### config.mk
export PLATFORM = sky130hd
export DESIGN_NAME = imem_loader
export DESIGN_NICKNAME = d
export VERILOG_FILES = /design/src/rtl/imem_loader_pkg.sv /design/src/rtl/imem_loader_byte_packer.sv /design/src/rtl/imem_loader.sv
export SDC_FILE = /design/constraint.sdc
export NUM_CORES = 1
export LEC_CHECK = 0
export CORE_MARGIN = 2
export CORE_UTILIZATION = 45
export DETAILED_ROUTE_END_ITERATION = 6
export PLACE_DENSITY = 0.66
export SLEW_MARGIN = 0
export SYNTH_ARGS = -nofsm -noshare
export SYNTH_HDL_FRONTEND = slang
export SYNTH_SLANG_ARGS = --single-unit
### constraint.sdc
create_clock -name clk -period 3.2 [get_ports clk]
set_input_delay 0.64 -clock clk [delete_from_list [all_inputs] [get_ports clk]]
set_output_delay 0.64 -clock clk [all_outputs]
set_load 0.03 [all_outputs]
### src/rtl/imem_loader_pkg.sv
// Shared types for the instruction-memory loader.
package imem_loader_pkg;

  localparam int unsigned BYTE_W         = 8;
  localparam int unsigned WORD_W         = 32;
  localparam int unsigned BYTES_PER_WORD = 4;
  localparam int unsigned CNT_W          = 2;

  typedef logic [WORD_W-1:0] instr_t;
  typedef logic [WORD_W-1:0] addr_t;

  typedef enum logic [1:0] {
    S_HEADER,
    S_PAYLOAD,
    S_DONE,
    S_ERROR
  } loader_state_t;

endpackage

### src/rtl/imem_loader_byte_packer.sv
// Packs a little-endian byte stream into 32-bit words; shared by header and payload.
module imem_loader_byte_packer
  import imem_loader_pkg::*;
(
  input  logic              clk,
  input  logic              reset,
  input  logic              in_fire,
  input  logic [BYTE_W-1:0] in_data,
  output logic              word_valid_c,
  output instr_t            word_out_c
);

  localparam int unsigned SHR_W = WORD_W - BYTE_W;

  logic [CNT_W-1:0] byte_cnt;
  logic [SHR_W-1:0] shreg;

  // Byte counter and right-shifting holding register (first byte ends in bits [7:0]).
  always_ff @(posedge clk) begin
    if (reset) begin
      byte_cnt <= '0;
      shreg    <= '0;
    end else if (in_fire) begin
      byte_cnt <= byte_cnt + CNT_W'(1);
      shreg    <= {in_data, shreg[SHR_W-1:BYTE_W]};
    end
  end

  // The 4th byte completes the word in the same cycle it is accepted.
  always_comb begin
    word_valid_c = in_fire && (byte_cnt == CNT_W'(BYTES_PER_WORD - 1));
    word_out_c   = {in_data, shreg};
  end

endmodule

### src/rtl/imem_loader.sv
// Loads a length-prefixed program image into instruction memory, then releases the core.
module imem_loader
  import imem_loader_pkg::*;
#(
  parameter int unsigned MEM_SIZE = 1024
) (
  input  logic              clk,
  input  logic              reset,
  input  logic              in_valid,
  input  logic [BYTE_W-1:0] in_data,
  output logic              in_ready,
  output logic              mem_we,
  output addr_t             mem_addr,
  output instr_t            mem_wdata,
  output logic              core_hold,
  output logic              load_done,
  output logic              load_err
);

  loader_state_t     state;
  loader_state_t     state_next;
  logic              fire_c;
  logic              word_valid_c;
  instr_t            word_c;
  logic [WORD_W-1:0] n_words;
  logic [WORD_W-1:0] word_cnt;

  assign fire_c = in_valid && in_ready;

  imem_loader_byte_packer u_packer (
    .clk          (clk),
    .reset        (reset),
    .in_fire      (fire_c),
    .in_data      (in_data),
    .word_valid_c (word_valid_c),
    .word_out_c   (word_c)
  );

  // State register.
  always_ff @(posedge clk) begin
    if (reset) state <= S_HEADER;
    else       state <= state_next;
  end

  // Next state: header decides the path; payload ends one cycle after the N-th write.
  always_comb begin
    state_next = state;
    case (state)
      S_HEADER: begin
        if (word_valid_c) begin
          if (word_c == '0)                         state_next = S_DONE;
          else if (word_c > WORD_W'(MEM_SIZE))      state_next = S_ERROR;
          else                                      state_next = S_PAYLOAD;
        end
      end
      S_PAYLOAD: begin
        if (mem_we && ((word_cnt + WORD_W'(1)) == n_words)) state_next = S_DONE;
      end
      default: state_next = state;
    endcase
  end

  // Header latch, write strobe/address/data, and word counter.
  always_ff @(posedge clk) begin
    if (reset) begin
      mem_we    <= 1'b0;
      mem_addr  <= '0;
      mem_wdata <= '0;
      n_words   <= '0;
      word_cnt  <= '0;
    end else begin
      mem_we <= 1'b0;
      if ((state == S_HEADER) && word_valid_c) n_words <= word_c;
      if ((state == S_PAYLOAD) && word_valid_c) begin
        mem_we    <= 1'b1;
        mem_addr  <= addr_t'(word_cnt << 2);
        mem_wdata <= word_c;
      end
      if (mem_we) word_cnt <= word_cnt + WORD_W'(1);
    end
  end

  // Status outputs follow the state being entered.
  always_ff @(posedge clk) begin
    if (reset) begin
      in_ready  <= 1'b1;
      core_hold <= 1'b1;
      load_done <= 1'b0;
      load_err  <= 1'b0;
    end else begin
      in_ready  <= (state_next == S_HEADER) || (state_next == S_PAYLOAD);
      core_hold <= (state_next != S_DONE);
      load_done <= (state_next == S_DONE);
      load_err  <= (state_next == S_ERROR);
    end
  end

endmodule
* After elaboration in Yosys (flattened, before gate mapping)
Index checks and enable logic that the tools add are counted.
** Storage, ports and cells
- Flip-flop bits (word level) :: 159
- Output and inout bits :: 69
** Cells by class
- Add/subtract/negate cells :: 2
- Order comparisons :: 1
- Equal/unequal tests :: 7
- Mux-type cells :: 6
- Reductions and logical operators :: 9
** Operator list (count)
- adder 32 x 1 -> 32 bit, second input constant :: 1
- == test 32 bit :: 1
- greater-than comparator 32 x 11 -> 1 bit, second input constant :: 1
- logical NOT 32 bit :: 1
- two-way mux 2 bit :: 4
- == test 2 bit, second input constant :: 3
- logical AND 1 bit :: 5
- == test 2 x 1 -> 1 bit, second input constant :: 2
- logical NOT 2 bit :: 2
- case mux 2 bit (2 select lines) :: 1
- adder 2 x 1 -> 2 bit, second input constant :: 1
- != test 2 bit, second input constant :: 1
- logical OR 1 bit :: 1
- two-way mux 1 bit :: 1

* Longest topological paths before layout
Gate-level depths: netlist of run 1.
- Depth in word-level cells :: 7
- Mapped depth :: 11
- Mapped depth without buffers :: 9

* Cells and area by module
Synthesis of run 1 repeated with hierarchy kept, for this count alone.
** Second synthesis, totals
- Cell total of the unflattened synthesis :: 897
- Area, all modules :: 7229.4 sq um
** By module, submodules not included
- imem_loader :: instances 1, cells each 803, area each 6206.0 sq um
- imem_loader_byte_packer :: instances 1, cells each 94, area each 1023.5 sq um

* Worst setup path before layout of run 1
Ideal clock, no wire load.
- Kind :: reg-to-reg
- From :: register word_cnt[1]
- To :: register in_ready
- Data arrival time :: 2.636 ns
- Setup slack :: 0.429 ns
- Stages on the path, launching flop included :: 11
- Path buffers :: 1
- Period minus slack after synthesis :: 2.771 ns
- Cell sequence :: dfxtp_1 > ha_1 > nand3_1 > or4_1 > nor4b_1 > nor3_1 > nor4b_1 > nor4b_4 > and4b_1 > buf_4 > a31oi_1
** Between the ends
- Longest elaborated chain between the ends :: 7
** Ends and longest elaborated chain
- from (decl) :: line imem_loader.sv:26 : logic [WORD_W-1:0] word_cnt;
- from (signal assigned) :: line imem_loader.sv:79 : if (mem_we) word_cnt <= word_cnt + WORD_W'(1);
- adder 32 x 1 -> 32 bit (*) :: line imem_loader.sv:57 : if (mem_we && ((word_cnt + WORD_W'(1)) == n_words)) state_next = S_DONE;
- == test 32 bit (*) :: line imem_loader.sv:57
- logical AND 1 bit (*) :: line imem_loader.sv:57
- two-way mux 2 bit (*) :: line imem_loader.sv:57
- case mux 2 bit (2 select lines) (*) :: line imem_loader.sv:48 : case (state)
- == test 2 x 1 -> 1 bit or logical NOT 2 bit (tied branches) :: line imem_loader.sv:91 : in_ready <= (state_next == S_HEADER) || (state_next == S_PAYLOAD);
- logical OR 1 bit (*) :: line imem_loader.sv:91
- to (signal assigned) :: line imem_loader.sv:91
- to (decl) :: line imem_loader.sv:11 : output logic in_ready,
Every way passes the cells marked *; elsewhere a longest branch is shown, timed or not.
A chain may end at the register's enable or synchronous reset.

* Final worst setup path of run 1
- From :: register word_cnt[11]
- To :: register in_ready
The elaborated chain is that of the path after synthesis.

==> run summary, run 1 <==
The run finished with clean final reports. After synthesis the cells add up to 6923 µm². Setup slack on the worst reg-to-reg path comes out at 0.27 ns. The per-cell routed wire length is 14.83 µm, and the relative area change from synthesis to final layout is 22.59%.

The logs give 0 for the setup violation total in the final timing report and 0 for the reported max-cap violation count. The analysis attributes to cell leakage a power of 0.002888 µW. The floorplan has 45 rows.

The worst register-to-register path begins at word_cnt[11]$_SDFFE_PP0P_. The first global-routing pass estimated 28430 µm of wire. Clock latency on the worst-skew pair, taken at its later pin, is 0.42 ns. The average vias per placed instance came out at 5.292. In this run the count of I/O pins placed on the die edge is 80. The Yosys step of the flow raised 0 warnings. The xor/xnor cell area share of the yosys netlist was 8.476%; the share of the synthesized area in the top cell type was 45.98%. Once detailed placement completed, the half-perimeter wirelength came to 11660 µm.

The dominant register cell in the synthesized netlist is dfxtp_1. The wire length reported by the detailed router came out at 16940 µm. After the last flow step, the layout net total stands at 956. The signal on the critical path passes through nand4_2 -> or2_1 -> nor4_4 -> a41oi_1 -> a2111oi_1 -> buf_4 -> and4b_1 -> a31oi_1. For the number of DRC markers after the initial detailed-route iteration, the log shows 338. The number of distinct library cells after synthesis was 51; the deepest level of the CTS H-tree was 4. For the number of setup buffers added after CTS, the log shows 0.

At the pin with the least slew margin, the transition time is 0.6496 ns. The total power divided by cell area is 497.5 nW/µm². The worst-case IR drop observed on VDD is 342.2 µV. In this run, post-CTS hold repair placed 0 buffers. Summing the areas of all fa, ha and maj instances in the mapped netlist gives 0.3615% of the synthesized area.

In this design, the stage delay of the slowest critical-path cell is 0.53 ns. Multiplexer cells account for 0.4518% of the synthesized area. The number of iterations in the first detailed-routing pass came out at 4.

Sorting the synthesized cells by area gives the leading types as dfxtp_1, nand2_1, a21oi_1. Counting flops with a built-in enable in the synthesized netlist gives 0. The detail route stage leaves a number of antenna-violating nets equal to 0.

The tools report the sink of the worst hold path as mem_addr[15]$_SDFFE_PP0P_. The synthesized area per cell came out at 7.814 µm². Capture point of the worst reg-to-reg path: in_ready$_SDFF_PP1_. The tools report the critical hold path startpoint as mem_addr[15]$_SDFFE_PP0P_.

The class of the most critical setup path is register to register. STA puts the critical path data arrival time at 3.22 ns. The worst path in the final design needs a cycle of 2.927 ns, including I/O delays and setup.

The count of unresolved DRC violations after routing was 0; the pin count of the biggest net entering global routing was 64. Across the routed clock network, the largest skew measured is 0.01030 ns. Setup repair after global routing left no endpoint under its margin. The worst hold path passes through 2 cells. After synthesis the netlist holds a flip-flop and latch count of 159.

The total congestion overflow after global routing is 0, and the die extent in y is 128.0 µm. The tools report the via count of the first global-routing pass as 5542. For the final-report hold violation count, the log shows 0. TritonCTS built the clock tree. The final critical path takes up 91.48% of the cycle. Of all nets on the critical path, the largest fanout is 8. The number of antenna violations at the first check in global routing is 0, and the post-synthesis simple-gate area fraction is 26.91%.

The kind of capture point of the worst setup path was a register. TritonCTS created 17 clock buffers. Counting cells, the worst reg-to-reg path comes to 8. The floorplan step defined a core boundary enclosing 15090 µm².

Counting every sink on the clock net gives 159. The port buffer count is 77, and the placer congestion estimate is 0.8561. The worst setup path is launched from a register.

On the critical path, the stage with the largest delay is an instance of dfxtp_1. 0 antenna diodes ended up in the layout. The run gives 0.3416 GHz as the upper clock frequency limit. The post-synthesis cell type with the largest combined area was dfxtp_1. Via count: 6043.

The share of the Yosys chip area taken by registers is 45.98%. The fraction of layout instances using a drive strength above 1 is 7.338%, and the number of inserted filler cells in the final layout is 1466. The longest clock path from root to sink contains 2 buffers. The aggregate negative setup slack was 0 ns. The tools report the synthesized instance count as 886. Data on the critical path is required at its endpoint by 3.49 ns. The post-synthesis compound-gate area fraction is 13.28%. The worst hold path belongs to the class register to register. The clock slew at the register clock pins of the worst setup and hold paths works out to 0.06 ns.

For the number of cells in the finished layout apart from fillers, the log shows 1142. The tools report the starting density of the core as 45.88%. The die covers 16390 µm². By area, the combinational part of the netlist is dominated by simple AND/OR/NAND/NOR gates.

Measured against its own limit, the worst slew margin works out to 56.69%. The clock root buffer was clkbuf_16. Instance count after placement with tap cells included: 1112. Measured along the x axis, the die boundary spans 128.0 µm. The number of max-slew violations in the final report is 0. The share of flip-flops with an asynchronous set or reset after synthesis works out to 0%. Global-route usage over all layers: 21.55%.
stage by stage:
| step | hold WS (ns) | total power (µW) | setup WS [ns] | cell area, µm² | utilization (%) |
|---|---|---|---|---|---|
| global placement | 0.4425 | 2183 | 0.2639 | 7881 | 52.23 |
| CTS | 0.4548 | 4249 | 0.1959 | 8486 | 56.24 |
| floorplan | 0.4400 | 2134 | 0.4293 | 6927 | - |
| detailed placement | 0.4464 | 2184 | 0.2154 | 7881 | 52.23 |
| finish | 0.4514 | 4222 | 0.2727 | 8487 | 56.24 |
| global route | 0.4675 | 4347 | 0.04578 | 8487 | 56.24 |
kinds of logic (layout without fill, tap and decap cells):
family,Yosys count,in the layout
compound gates,169,169
xor+xnor,67,67
fa+ha+maj,2,2
buf+inv,72,139
flops,159,159
mux,3,3
other cells,1,2
simple gates,413,413
worst max path at each step:
stage                                   start                   to  slack (ns)  cells after the start
finish              word_cnt[11]$_SDFFE_PP0P_  in_ready$_SDFF_PP1_        0.27                      8
global route         word_cnt[7]$_SDFFE_PP0P_  state[0]$_SDFF_PP0_        0.05                      8
CTS                 word_cnt[11]$_SDFFE_PP0P_  state[0]$_SDFF_PP0_        0.20                      8
detailed placement  word_cnt[13]$_SDFFE_PP0P_  in_ready$_SDFF_PP1_        0.22                      8
global placement    word_cnt[13]$_SDFFE_PP0P_  state[0]$_SDFF_PP0_        0.26                      8
floorplan            word_cnt[1]$_SDFFE_PP0P_  in_ready$_SDFF_PP1_        0.43                     10
worst max-delay path, delay by kind of cell, from the launching register on:
family	cells	cell delay [ns]
flops	1	0.53
simple gates	4	1.34
compound gates	3	0.73
buf+inv	1	0.19
layer usage:
metal / track usage [%] / share of wire, % / up-vias
met3: 4.341 / 4.7 / 18
met5: 0 / 0 / -
met4: 7.111 / 1.3 / 0
li1: - / - / 3103
met2: 32.78 / 43 / 142
met1: 30.67 / 51 / 2780
power by group:
part / internal, µW / switching [µW] / leakage, µW
Combinational: 41.8 / 81.1 / 0.00131
Clock: 1280 / 799 / 0.000295
Sequential: 2000 / 21.7 / 0.00128
Total: 3320 / 902 / 0.00289
timing repair:
item / CTS / global route
resized for setup: 0 / 1
hold endpoints to repair: 0 / 0
endpoints found under the setup margin: 0 / 2
placed cells by master, fill, tap and decap left out, types with 13 or more instances in the layout:
cell               n
a21oi_1          132
buf_4             28
clkbuf_16         17
clkdlybuf4s50_1   76
dfxtp_1          159
nand2_1          263
nand3_1           16
nand4_1           23
nor2_1            46
nor4_1            13
xnor2_1           33
xor2_1            34
flip-flops by register name (all words and copies together) (netlist names):
signal and flops:
n_words 32, state 2, in_ready 1, load_err 1, u_packer.byte_cnt 2, core_hold 1, mem_addr 30, mem_wdata 32
word_cnt 32, u_packer.shreg 24, mem_we 1, load_done 1
cell type report:
type	count	area [µm²]	share of cell area, %
clock buffers	21	470.5	5.543
clock inverters	9	133.9	1.577
repair buffers	106	1011	11.91
multi-input cells	656	3442	40.56
flip-flops and latches	159	3183	37.51
inverters	3	11.26	0.1327
well taps	188	235.2	2.772
Yosys cell counts (all sizes together) (3+ instances only):
cell / n
nand4: 24
xor2: 34
and2: 3
nor4: 14
nor4b: 5
dfxtp: 159
nand2: 263
xnor2: 33
nor3: 11
nor2b: 3
buf: 19
and4: 4
nand3: 16
a31oi: 6
inv: 3
or3: 10
a21oi: 132
a41oi: 3
clkbuf: 50
nor2: 46
and3: 5
o21ai: 11
No activity file was read; power rests on OpenSTA's default activity.
==> run 2: changes to the inputs <==
CORE_ASPECT_RATIO = 2   (was unset)
GPL_TIMING_DRIVEN = 0   (was unset)
SYNTH_HIERARCHICAL = 1   (was unset)
==> run 2 against run 1 <==
  * Wire length rose by 11%
  * Register-to-register slack worse by 0.11 ns
  * Critical path type unchanged
  * Largest cell class unchanged
  * Area after synthesis up 4.4%
  * Critical endpoint is now load_err$_SDFF_PP0_
  * Hold slack improved by 0.0015 ns
  * Core utilization increased by 0.10 points
  * Die area is 4.7% higher
==> run summary, run 2 <==
The detail route stage leaves a number of antenna-violating nets equal to 0. Fraction of layout instances using a drive strength above 1: 9.514%. Ranked by total cell area, the synthesized netlist is headed by dfxtp_1, nand2_1, a21oi_1. The worst-case setup slack after placement is -0.2101 ns, and the part of the Yosys area used for sequential elements is 44.03%. After synthesis the cells add up to 7229 µm². STA classifies the critical path endpoint as a register.

The initial utilization of the core area, before any placement, comes to 45.82%. The net total in the final layout came out at 1009. TritonCTS built the clock tree. The worst path required time is 3.51 ns.

The run finished with clean final reports. The number of distinct library cells after synthesis was 63; the endpoint arrival time on the critical path was 3.35 ns. Counting the fill cells in the layout gives 1573. The die extent in y is 183.3 µm. The die outline width is 93.63 µm. Counting every instance in the synthesized netlist gives 897. Hold repair after CTS inserted 0 buffers. Yosys printed 6 warnings.

Final worst-path setup slack: 0.1644 ns. Based on the critical path, the design can be clocked at up to 0.3294 GHz. The tree built by TritonCTS fans out to 159 sinks. Port buffering added 77 buffers. Clock tree synthesis selected as its root buffer the cell clkbuf_16.

The number of rows in the core area was 65; the number of max-slew violations in the final report was 0. Most frequent standard cell in the layout excluding fill and tap cells: nand2_1. The logs give 14030 µm for the placed wire-length estimate and 256 for the number of DRC markers after the initial detailed-route iteration. At the pin with the least slew margin, the transition time is 0.8646 ns. The min-delay analysis places its worst path in the category register to register.

The clock reaches the later pin of the worst-skew pair after 0.44 ns. Counting along the longest clock path gives a buffer depth of 2. The clock tree skew after final layout was 0.01014 ns; the average vias per placed instance was 5.245.

Setup repair after global routing left no endpoint under its margin. In the synthesized netlist, the cells that appear most often are nand2_1, dfxtp_1, a21oi_1, nor2_1, clkbuf_1. A synthesized cell averages 8.060 µm². The tools report the number of top-level pins as 80. The largest registers in the layout are mem_wdata (32), n_words (32), word_cnt (32). The core region is 15780 µm².

The worst relative slew slack came out at 41.91%. The count of state elements after synthesis is 159. The number of antenna violations at the first check in global routing is 0. Leaving out fill and tap cells, the most frequent cells in the layout are nand2_1, dfxtp_1, a21oi_1. In this run the number of H-tree levels came out at 4. Dominant register cell in the synthesized netlist: dfxtp_1.

The run gives 0 as the final-report hold violation count. The register area was 3183 µm². For this run, design rule violations remaining after detail routing come to 0.

The finished layout holds 1210 standard cells, fillers aside. The run gives 1176 as the instance count after placement with tap cells included. The largest fanout of any net on the critical path was 10.

The synthesized design spends more area on one cell type than any other, namely dfxtp_1. The time the final worst path needs with I/O delays and setup works out to 3.036 ns. Routability-driven placement finished with a final weighted congestion of 0.9467. The number of buffers added by the clock tree synthesis step is 17. The logs give 5958 for the via count of the first global-routing pass and 30030 µm for the first-pass GRT wire length. The run gives 18830 µm as the wire length reported by the detailed router. By instance count, the leading cell after synthesis is nand2_1.

The total power divided by cell area was 469.5 nW/µm²; the final total power was 4174 µW. The clock slew at the register clock pins of the worst setup and hold paths is 0.06 ns, and the area taken by multi-input logic gates is 3596 µm². In the synthesized netlist the async set-or-reset flop fraction comes to 0%. In this run the biggest area consumer among cell types represents 44.03% of the synthesized area. The pre-antenna-repair detailed-routing pass consisted of 5 iterations. Element type at the critical path start: a register. IR analysis of the VDD net gives a maximum drop of 415.1 µV. In the final routed layout, each cell accounts on average for 15.56 µm.

The routed layout has 6347 vias. The setup violation total in the final timing report was 0. The reported max-cap violation count is 0. After global routing the overflow that remains totals 0. The worst setup path is of the register to register kind.

The worst path uses 94.86% of the clock period. Across all hold checks on the routed design, the worst slack comes to 0.4529 ns. The area enclosed by the die boundary came out at 17160 µm². Entering global routing, the biggest net connects 19 pins. Global routing consumed, over all layers together, 22.66% of the routing resources.

In this run the static leakage power is 0.003108 µW. The relative area change from synthesis to final layout came out at 22.97%. The repair_antennas step left the layout with diodes totalling 0. The number of flops mapped to enable cells by yosys is 0.
run 2: layer usage:
metal	vias to the layer above	GRT usage [%]	wire length, µm
met5	-	0	0
met4	0	14.20	1011
met3	50	2.958	559
met2	151	41.38	10090
met1	2930	23.90	7171
li1	3216	-	-
run 2: critical path, cell delays in order (launching register included):
cell,delay [ns]
dfxtp_1,0.30
buf_2,0.19
nand3_1,0.26
clkbuf_1,0.32
or2_2,0.38
nor4_1,0.41
nand2_1,0.10
a22oi_1,0.29
nand4_1,0.14
buf_4,0.18
nor3_1,0.24
nor3b_2,0.10
run 2: final cells by class:
class                      count  area share [%]
buffer                        82           5.151
inverter                       6          0.2533
clock buffer                  17           4.785
multi-input combinational    651           40.45
clock inverter                15           1.886
tap                          201           2.829
sequential                   159           35.81
timing repair buffer          79           8.839
run 2: logic make-up (layout without fill, tap and decap cells):
family          after synthesis  count (layout)  synth area share [%]
fa+ha+maj                     2               2                0.3461
flops                       159             159                 44.03
simple gates                411             411                 26.12
compound gates              141             141                 10.82
xor+xnor                     66              66                 7.996
mux                          29              29                 4.015
buf+inv                      88             199                 6.629
other cells                   1               2               0.05187
run 2: metrics by stage:
step | cell area (µm²) | TNS, ns | utilization, %
4_1_cts | 8857 | 0 | 56.14
5_1_grt | 8890 | 0 | 56.34
3_5_place_dp | 8255 | -1.287 | 52.32
2_1_floorplan | 7233 | 0 | -
6_report | 8890 | 0 | 56.34
3_3_place_gp | 8255 | -0.4446 | 52.32
run 2: path summary, 6_finish.rpt:
path | startpoint | cells after the start | slack [ns] | to
setup / recovery | word_cnt[3]$_SDFFE_PP0P_ | 11 | 0.16 | load_err$_SDFF_PP0_
hold / removal | mem_addr[6]$_SDFFE_PP0P_ | 2 | 0.45 | mem_addr[6]$_SDFFE_PP0P_
setup reg to reg | word_cnt[3]$_SDFFE_PP0P_ | 11 | 0.16 | load_err$_SDFF_PP0_
hold reg to reg | mem_addr[6]$_SDFFE_PP0P_ | 2 | 0.45 | mem_addr[6]$_SDFFE_PP0P_
run 2: timing repair:
action / CTS / global route
endpoints found under the setup margin: 6 / 6
pin swaps: 1 / 2
setup buffers: 0 / 2
endpoints found under the hold margin: 0 / 0
gates resized for setup: 3 / 6
run 2: power by group:
| part | internal [µW] | switching, µW | total (µW) |
|---|---|---|---|
| Clock | 1050 | 948 | 2000 |
| Combinational | 63.7 | 95.0 | 159 |
| Sequential | 2000 | 23.6 | 2020 |
==> run 3: changes to the inputs <==
CELL_PAD_IN_SITES_DETAIL_PLACEMENT = 2   (was unset)
CELL_PAD_IN_SITES_GLOBAL_PLACEMENT = 2   (was unset)
CORE_UTILIZATION = 27   (was 45)
DONT_BUFFER_PORTS = 1   (was unset)
PLACE_DENSITY = unset   (was 0.66)
PLACE_DENSITY_LB_ADDON = 0.1   (was unset)
==> run 3 against run 2 <==
  * Die area increased by 64%
  * Combinational power decreased by 8%
  * Core utilization decreased by 25 points
  * Clock skew about the same
  * Fmax increased by 3.2%
==> run summary, run 3 (same netlist as run 2, synthesis figures left out) <==
The relative area change from synthesis to final layout works out to 14.47%. In this run the tightest slew margin relative to its limit is 34.45%. The wire length reported by the detailed router was 24480 µm. The tools report the pin count of the biggest net entering global routing as 17. The area taken by multi-input logic gates is 3607 µm², and the TritonCTS sink count is 159. The run finished with clean final reports. For this run, the total global-route usage over all layers was measured as 17.99%. The part of the cycle the worst path needs works out to 91.95%. The top cell types in the final layout, fill and taps aside, are nand2_1, dfxtp_1, a21oi_1. At the pin with the least slew margin, the transition time is 0.9832 ns. The worst path required time was 3.58 ns.

For this design the ratio of total power to cell area is 509.2 nW/µm². The per-cell routed wire length was 19.23 µm. The logs give 3214 µW for the internal power contribution and 6589 for the via count of the first global-routing pass. Before antenna repair, the detailed router went through 4 iterations. Kind of capture point of the worst setup path: a register. The port buffer count came out at 0. Classification of the worst-slack hold path: input pin to register. The run gives 390.5 µV as the peak supply drop. The largest fanout of any net on the critical path is 10. 80 I/O pins were placed. After routing the design area is 8275 µm².

Final worst-path setup slack: 0.2575 ns. The smallest clock period supported by the final layout is computed as 2.942 ns. OpenSTA, run right after detailed placement, puts the worst setup slack at -0.4539 ns. The starting density of the core was 27.51%; the placer congestion estimate was 0.8024. The run gives 7664 µm² as the placed standard-cell area.

The first routing iteration left 164 violations. Using the TritonRoute via totals, the vias-per-cell ratio works out to 4.870. CTS placed an instance of clkbuf_16 at the clock tree root. The final-report hold violation count was 0. The wire-length estimate of the detail-placed layout is 18770 µm. The core utilization of the finished layout is 31.50%, and the worst stage delay on the critical path is 0.50 ns.

The number of inserted filler cells in the final layout is 3115. The tools report the clock tree skew after final layout as 0.01045 ns. TritonCTS built the clock tree.

Data arrives at the worst endpoint at 3.32 ns. For the share of power burned in combinational logic, the log shows 3.5%. The logs give 6199 for the via count and 0 for the number of max-slew violations in the final report. The critical path is of the register to register type. After detailed routing, the number of remaining DRC violations is 0. Derived from the worst setup path, the maximum achievable clock frequency is 0.3399 GHz. The floorplan step set the die width to 119.7 µm. In this run, flip-flops and latches consume 48.0% of the power. The post-route netlist has 10.12% of its cells at a drive strength greater than 1.

In this run the deepest clock path goes through 2 buffers. Most frequent standard cell in the layout excluding fill and tap cells: nand2_1. Setup repair after global routing left no endpoint under its margin. Traced cell by cell, the critical path runs through buf_2 -> nand3_1 -> clkbuf_2 -> nor3_1 -> a21oi_1 -> or4b_1 -> nor4_1 -> nand4_1 -> buf_4 -> o21ai_0 -> nor3b_2.

The tools report the element type at the critical path start as a register. Across the run, the number of max-cap violations was 0. Setup violations remaining at the end of the flow were counted as 0. Summed over all cells, the static leakage comes to 0.002826 µW. Clock latency on the worst-skew pair, taken at its later pin, is 0.46 ns. The first-pass GRT wire length was 38190 µm; the final antenna diode count was 0. Summed over all nets, the switching power comes to 1000 µW. Across the whole layout, storage elements account for 3183 µm². For the number of antenna violations at the first check in global routing, the log shows 0. The logs give 84 for the number of rows in the core area and 17 for the number of buffers added by the clock tree synthesis step. The tools report the clock group share of total power as 48.5%. The largest registers in the layout are mem_wdata (32), n_words (32), word_cnt (32). The area enclosed by the die boundary was 28180 µm².

The slowest stage of the critical path is the or4b_1 cell. The count of nets left with antenna violations once routing finished came out at 0. The core region is 26280 µm². The net count of the finished layout is 930.

The clock slew at the register clock pins of the worst setup and hold paths is 0.07 ns, and the fraction of power spent switching nets is 23.74%. After global routing the overflow that remains totals 0. The H-tree was split into 4 levels. Die extent in y: 235.4 µm.
==> run 3: cell types whose count changed in the layout (fill, tap and decap cells not counted), sizes merged <==
cell / before / now
inv: 13 / 7
clkinvlp: 1 / 2
bufinv: 0 / 2
clkbuf: 68 / 70
buf: 31 / 32
clkdlybuf4s50: 78 / 1
clkinv: 7 / 4
==> run 3: worst paths after layout <==
path / startpoint / end / slack (ns) / cells past startpoint
worst max-delay path: word_cnt[3]$_SDFFE_PP0P_ / load_err$_SDFF_PP0_ / 0.26 / 11
worst min-delay path: in_data[3] / u_packer/shreg[19]$_SDFFE_PP0P_ / 0.34 / 2
worst max register to register: word_cnt[3]$_SDFFE_PP0P_ / load_err$_SDFF_PP0_ / 0.26 / 11
worst min register to register: n_words[27]$_SDFFE_PP0P_ / n_words[27]$_SDFFE_PP0P_ / 0.47 / 2
==> run 3: metrics by stage <==
step	hold WS [ns]	total power, µW	cells	setup TNS, ns
floorplan	0.4447	2161	898	0
global placement	0.4589	2219	1242	-2.148
detailed placement	0.4680	2220	1242	-2.162
CTS	0.3082	4309	1274	0
global route	0.3309	4384	1273	0
finish	0.3352	4214	1273	0
==> run 3: power by group through the flow <==
| stage | clock (µW) | combinational (µW) | sequential (µW) |
|---|---|---|---|
| finish | 2040 | 146 | 2020 |
| global route | 2200 | 160 | 2030 |
| CTS | 2130 | 151 | 2020 |
| detailed placement | 0 | 150 | 2070 |
| global placement | 0 | 149 | 2070 |
| floorplan | 0 | 106 | 2060 |
==> run 3: critical path: cells and delay by family (launching register included) <==
family                 cells  cell delay [ns]
and+or+nand+nor            6             1.63
buffers and inverters      3             0.68
DFF                        1             0.30
AOI/OAI and AO/OA          2             0.26
==> run 3: cell type report <==
type,instances,area share (%)
inverters,6,0.2721
clock buffers,22,5.488
plain buffers,80,5.458
flip-flops and latches,159,38.46
multi-input cells,651,43.59
repair buffers,2,0.1814
clock inverters,9,1.346
well taps,344,5.201
==> run 3: timing repair <==
action | CTS | global route
pin swaps | 1 | 1
setup buffers | 1 | 1
endpoints found under the setup margin | 6 | 8
hold buffers | 0 | 0
resized for setup | 5 | 8
==> run 3: per-layer routing <==
layer  wire length [µm]  up-vias  GRT usage, %
met5                  0        -             0
met4                845        0         8.877
met3                749       32         3.779
met2              13810       85         34.91
met1               9071     3027         17.49
li1                   -     3055             -
